**src/rtl/alu_if.sv**
```systemverilog
// ALU operand/result bundle: the requester drives the opcode and operands,
// the ALU returns the registered result and its valid flag.
interface alu_if #(
    parameter int WIDTH = 32
);
    logic [3:0]       i_alu_op;
    logic [WIDTH-1:0] i_operand_a;
    logic [WIDTH-1:0] i_operand_b;
    logic [WIDTH-1:0] o_alu_data;
    logic             o_insn_vld;

    modport master (
        output i_alu_op,
        output i_operand_a,
        output i_operand_b,
        input  o_alu_data,
        input  o_insn_vld
    );

    modport slave (
        input  i_alu_op,
        input  i_operand_a,
        input  i_operand_b,
        output o_alu_data,
        output o_insn_vld
    );
endinterface

```
**src/rtl/alu.sv**
```systemverilog
// Single-cycle registered integer ALU.
// One ripple-carry adder built from full-adder cells serves ADD, SUB, SLT and SLTU.
// One logarithmic right-shifter serves all shifts:
// - SLL reverses the bits on the way in and again on the way out.
// - SRA selects the sign bit as the fill bit.
module alu #(
    parameter int WIDTH = 32
) (
    input  logic  i_clk,
    input  logic  i_rst_n,
    alu_if.slave  bus
);
    localparam int SHW = $clog2(WIDTH);

    localparam logic [3:0] OP_ADD  = 4'b0000;
    localparam logic [3:0] OP_SUB  = 4'b1000;
    localparam logic [3:0] OP_SLL  = 4'b0001;
    localparam logic [3:0] OP_SLT  = 4'b0010;
    localparam logic [3:0] OP_SLTU = 4'b0011;
    localparam logic [3:0] OP_XOR  = 4'b0100;
    localparam logic [3:0] OP_SRL  = 4'b0101;
    localparam logic [3:0] OP_SRA  = 4'b1101;
    localparam logic [3:0] OP_OR   = 4'b0110;
    localparam logic [3:0] OP_AND  = 4'b0111;

    logic [WIDTH-1:0] op_a;
    logic [WIDTH-1:0] op_b;
    logic [3:0]       op;

    assign op_a = bus.i_operand_a;
    assign op_b = bus.i_operand_b;
    assign op   = bus.i_alu_op;

    // ---------------- shared adder: a + (b ^ sub) + sub ----------------
    logic             sub_mode;
    logic [WIDTH-1:0] b_eff;
    logic [WIDTH-1:0] sum;
    logic [WIDTH:0]   carry;
    logic             overflow;
    logic             lt_signed;
    logic             lt_unsigned;

    assign sub_mode = (op == OP_SUB) || (op == OP_SLT) || (op == OP_SLTU);
    assign b_eff    = op_b ^ {WIDTH{sub_mode}};
    assign carry[0] = sub_mode;

    generate
        for (genvar gi = 0; gi < WIDTH; gi++) begin : g_fa
            assign sum[gi]      = op_a[gi] ^ b_eff[gi] ^ carry[gi];
            assign carry[gi+1]  = (op_a[gi] & b_eff[gi]) | (carry[gi] & (op_a[gi] ^ b_eff[gi]));
        end
    endgenerate

    // With a + ~b + 1, carry-out set means a >= b unsigned; signed compare
    // takes the sign of the difference corrected by overflow.
    assign overflow    = carry[WIDTH] ^ carry[WIDTH-1];
    assign lt_signed   = sum[WIDTH-1] ^ overflow;
    assign lt_unsigned = ~carry[WIDTH];

    // ---------------- barrel shifter ----------------
    logic [SHW-1:0]   shamt;
    logic             is_sll;
    logic             fill_bit;
    logic [WIDTH-1:0] a_rev;
    logic [WIDTH-1:0] sh_in;
    logic [WIDTH-1:0] sh_out;
    logic [WIDTH-1:0] sll_res;
    logic [WIDTH-1:0] stage [SHW+1];

    assign shamt    = op_b[SHW-1:0];
    assign is_sll   = (op == OP_SLL);
    assign fill_bit = (op == OP_SRA) & op_a[WIDTH-1];

    generate
        for (genvar gi = 0; gi < WIDTH; gi++) begin : g_rev
            assign a_rev[gi]   = op_a[WIDTH-1-gi];
            assign sll_res[gi] = sh_out[WIDTH-1-gi];
        end
    endgenerate

    assign sh_in    = is_sll ? a_rev : op_a;
    assign stage[0] = sh_in;

    generate
        for (genvar gi = 0; gi < SHW; gi++) begin : g_shift
            localparam int STEP = 1 << gi;
            assign stage[gi+1] = shamt[gi] ? {{STEP{fill_bit}}, stage[gi][WIDTH-1:STEP]}
                                           : stage[gi];
        end
    endgenerate

    assign sh_out = stage[SHW];

    // ---------------- result select ----------------
    logic [WIDTH-1:0] alu_data_next;
    logic             insn_vld_next;
    logic [WIDTH-1:0] alu_data_reg;
    logic             insn_vld_reg;

    // Pick the result for the current opcode; unsupported codes yield 0 / invalid.
    always_comb begin
        alu_data_next = '0;
        insn_vld_next = 1'b1;
        case (op)
            OP_ADD, OP_SUB: alu_data_next = sum;
            OP_SLT:         alu_data_next = {{(WIDTH-1){1'b0}}, lt_signed};
            OP_SLTU:        alu_data_next = {{(WIDTH-1){1'b0}}, lt_unsigned};
            OP_XOR:         alu_data_next = op_a ^ op_b;
            OP_OR:          alu_data_next = op_a | op_b;
            OP_AND:         alu_data_next = op_a & op_b;
            OP_SLL:         alu_data_next = sll_res;
            OP_SRL, OP_SRA: alu_data_next = sh_out;
            default: begin
                alu_data_next = '0;
                insn_vld_next = 1'b0;
            end
        endcase
    end

    // Capture a new result every edge; reset clears outputs immediately.
    always_ff @(posedge i_clk or negedge i_rst_n) begin
        if (!i_rst_n) begin
            alu_data_reg <= '0;
            insn_vld_reg <= 1'b0;
        end else begin
            alu_data_reg <= alu_data_next;
            insn_vld_reg <= insn_vld_next;
        end
    end

    assign bus.o_alu_data = alu_data_reg;
    assign bus.o_insn_vld = insn_vld_reg;
endmodule

```
**src/flat_wrapper.sv**
```systemverilog
// flat-port wrapper written by rule: the top's interface ports become plain ports
module alu_flat 
#(
    parameter int WIDTH = 32
)
  (i_clk, i_rst_n, bus_i_alu_op, bus_i_operand_a, bus_i_operand_b, bus_o_alu_data, bus_o_insn_vld);
  alu_if #(.WIDTH(WIDTH)) bus_i ();
  input  logic i_clk;
  input  logic i_rst_n;
  input wire logic [$bits(bus_i.i_alu_op)-1:0] bus_i_alu_op;
  input wire logic [$bits(bus_i.i_operand_a)-1:0] bus_i_operand_a;
  input wire logic [$bits(bus_i.i_operand_b)-1:0] bus_i_operand_b;
  output wire logic [$bits(bus_i.o_alu_data)-1:0] bus_o_alu_data;
  output wire logic [$bits(bus_i.o_insn_vld)-1:0] bus_o_insn_vld;
  assign bus_i.i_alu_op = bus_i_alu_op;
  assign bus_i.i_operand_a = bus_i_operand_a;
  assign bus_i.i_operand_b = bus_i_operand_b;
  assign bus_o_alu_data = bus_i.o_alu_data;
  assign bus_o_insn_vld = bus_i.o_insn_vld;
  alu #(.WIDTH(WIDTH)) u_core (.i_clk(i_clk), .i_rst_n(i_rst_n), .bus(bus_i));
endmodule
```
**config.mk**
```make
export PLATFORM = sky130hd
export DESIGN_NAME = alu_flat
export DESIGN_NICKNAME = d
export VERILOG_FILES = /design/src/rtl/alu_if.sv /design/src/rtl/alu.sv /design/src/flat_wrapper.sv
export SDC_FILE = /design/constraint.sdc
export NUM_CORES = 1
export LEC_CHECK = 0
export BUFFER_PORTS_ARGS = -buffer_cell sky130_fd_sc_hd__buf_2
export CORE_UTILIZATION = 45
export DETAILED_ROUTE_END_ITERATION = 10
export PLACE_DENSITY = 0.66
export SYNTH_ARGS = -nofsm -noshare
export SYNTH_HDL_FRONTEND = slang
export SYNTH_SLANG_ARGS = --single-unit
```
**constraint.sdc**
```tcl
create_clock -name i_clk -period 0.8 [get_ports i_clk]
set_clock_uncertainty 0.05 [all_clocks]
set_input_delay 0.16 -clock i_clk [delete_from_list [all_inputs] [get_ports i_clk]]
set_output_delay 0.16 -clock i_clk [all_outputs]
set_load 0.01 [all_outputs]
```
==> results.cfg <==
[yosys]
synth_common_cells = 77 x nand2_1, 66 x inv_1, 64 x ha_1
synth.avg_cell_area_um2 = 9.03
synthMostInstantiatedCell = nand2_1
synthFlopType = dfrtp_1
synth_cell_types = 62
synth_top_area_frac = 0.136
syn_nets = 839
ys_ff_latch = 33
synthesis.area_mm2 = 0.00608
async_reset_ff_frac = 1.00
syn_inst = 673
ys_seq_area_frac = 0.136
synth_edf_count = 0
yosys-top-cells-area = dfrtp_1 14%, ha_1 13%, mux4_2 12%, fa_1 11%, nand2_1 4.8%
synth_area_leader_cell = dfrtp_1
yosys_warnings = 0

[die]
die_area_mm2 = 0.0140
die_w_um = 118
design.core.area_mm2 = 0.0132
rows = 42
pin_count = 103
chipHeight_um = 118
start_util = 0.461

[global_route]
grt_usage = 0.368
antenna_found_initial = 1
grt_max_degree = 34
grt_pass1_vias = 7131
gr-total-overflow = 0
grt_pass1_wl_um = 39400

[worst_setup_path]
crit_path_max_incr_delay_ps = 420
worstPathRequired_ps = 980
slowest_stage = fa_2
crit_top_cell = fa_2
crit_fanout = 3
crit_arrival_ps = 12920
worstSetupPathType = in -> reg
cp-start-kind = primary input
crit_path_end_kind = flip-flop

[sta]
finalCritPeriodShare = 15.9
tightest_slew_ps = 555
period_needed_ps = 12740
rsz0062_at_grt = true
setup-violations-final = 66
maxSlewHeadroom = 0.629
max_freq_ghz = 0.0785
layout_setup_ws_ps = -11940
finalMaxSlewViolations = 0
hold_slack_ps = 317
setup_tns_ps = -224080
final-hold-violation-count = 0

[status]
violations = negative setup slack
status = complete, but fails checks

[power]
powerDensity_mw_per_mm2 = 1070
vdd_drop_max_mv = 0.656
power.leakage_nw = 4.45

[final_layout]
area_delta_synth_final_pct = 51.5
instances_no_fill = 1160
fin_nets = 1147
postLayoutCoreUtil = 0.698
drive_above_1_share = 0.509
stdcell_area_mm2 = 0.00921

[placement]
gp_congestion = 0.956
io_buffers = 102
dp_hpwl_um = 19900
dp_cells = 1135
dpl_cell_area_mm2 = 0.00858

[clocking]
cts-root-buf = clkbuf_16
clk_pin_slew_worst_paths_ps = 70
clock_sinks = 33
clockBufferDepth = 2
cts_tree = yes
htree_levels = 2
cts_buffers = 5

[route]
wirelength_um = 25400
viasPerCell = 6.06
drt-initial-drc-count = 926
wl_per_cell_um = 21.9
drc_errors = 0
drt_pass1_iterations = 6
vias = 7029
ant_nets = 0

[job]
drv_cap = 0

[hold_path]
min_path_type = in -> async
==> power by group <==
part / internal, mW / switching (mW)
Sequential: 1.87 / 0.0666
Combinational: 2.89 / 3.08
Clock: 1.14 / 0.764
==> cell families (layout without fill, tap and decap cells) <==
kind of cell | after synthesis | after routing | share of synthesized area
AOI/OAI and AO/OA | 193 | 193 | 0.234
and+or+nand+nor | 143 | 143 | 0.101
buffers and inverters | 117 | 426 | 0.0778
adders and majority gates | 96 | 96 | 0.237
muxes | 59 | 59 | 0.169
DFF | 33 | 33 | 0.136
xor gates and xnor gates | 32 | 32 | 0.0461
other | 0 | 2 | 0
==> repair_timing <==
item / 4_1_cts / 5_1_grt
resized for setup: 52 / 26
buffers inserted: 9 / 7
hold buffers: 1 / 0
pin swaps: 21 / 17
gates cloned: 0 / 0
endpoints found under the hold margin: 33 / 0
endpoints found under the setup margin: 66 / 66
==> per-layer routing <==
layer	share of wire	vias to the layer above	track usage	routed length, um
met2	0.45	397	0.581	11500
met5	0	-	0	0
met3	0.098	60	0.0903	2490
met1	0.42	3461	0.499	10600
li1	-	3111	-	-
met4	0.029	0	0.107	733
==> critical path, delay by kind of cell <==
kind | cells | cell delay, ps
AND/OR/NAND/NOR | 4 | 350
multiplexers | 1 | 60
XOR/XNOR | 1 | 140
AO/OA/AOI/OAI | 3 | 380
adder cells (fa/ha/maj) | 31 | 11520
buffers and inverters | 4 | 280
==> final cells by class <==
cell class	instances	area, um2
Tap cell	176	220
Antenna cell	2	5.00
Inverter	68	255
Multi-Input combinational cell	523	5240
Sequential cell	33	826
Clock buffer	6	129
Timing Repair Buffer	350	2530
Clock inverter	2	10.0
Fill cell	1053	3980
==> state kept, by name, indices dropped and copies added, names as in the netlist <==
| signal | cells |
|---|---|
| u_core.bus.o_insn_vld | 1 |
| u_core.bus.o_alu_data | 32 |
==> how the worst max path moves through the flow <==
| stage | start | endpoint | slack, ps |
|---|---|---|---|
| 3_5_place_dp | bus_i_alu_op[1] | u_core.bus.o_alu_data[0] | -12350 |
| 2_1_floorplan | bus_i_alu_op[3] | u_core.bus.o_alu_data[0] | -11960 |
| 3_3_place_gp | bus_i_alu_op[1] | u_core.bus.o_alu_data[0] | -12240 |
| 4_1_cts | bus_i_alu_op[1] | u_core.bus.o_alu_data[0] | -11990 |
| 6_report | bus_i_alu_op[1] | u_core.bus.o_alu_data[0] | -11940 |
| 5_1_grt | bus_i_alu_op[1] | u_core.bus.o_alu_data[0] | -12380 |
==> layout by cell type (no fill, tap or decap), drive strengths merged, types with 3 or more instances in the layout <==
cell	netlist	layout
nor3	4	4
a22oi	21	21
mux2i	22	22
nand3	10	10
buf	17	349
mux4	33	33
o21ai	42	42
a32oi	3	3
inv	67	67
a21oi	22	22
nand2	77	77
mux2	4	4
o211ai	5	5
a31o	4	4
a211oi	4	4
a21o	5	5
a221oi	16	16
and3	5	5
dfrtp	33	33
nor2	33	33
o22ai	9	9
a31oi	5	5
ha	64	64
a221o	25	25
o221ai	9	9
o31ai	3	3
xnor2	32	32
clkinv	1	3
o311ai	4	4
or3	3	3
fa	32	32
clkbuf	32	6
==> per-stage QoR <==
stage,worst slack (ps),total power [mW]
3_3_place_gp,-12240,7.20
6_report,-11940,9.82
2_1_floorplan,-11960,4.74
3_5_place_dp,-12350,7.34
4_1_cts,-11990,9.55
5_1_grt,-12380,10.4
Note: power is estimated with default switching activity, not from simulation.
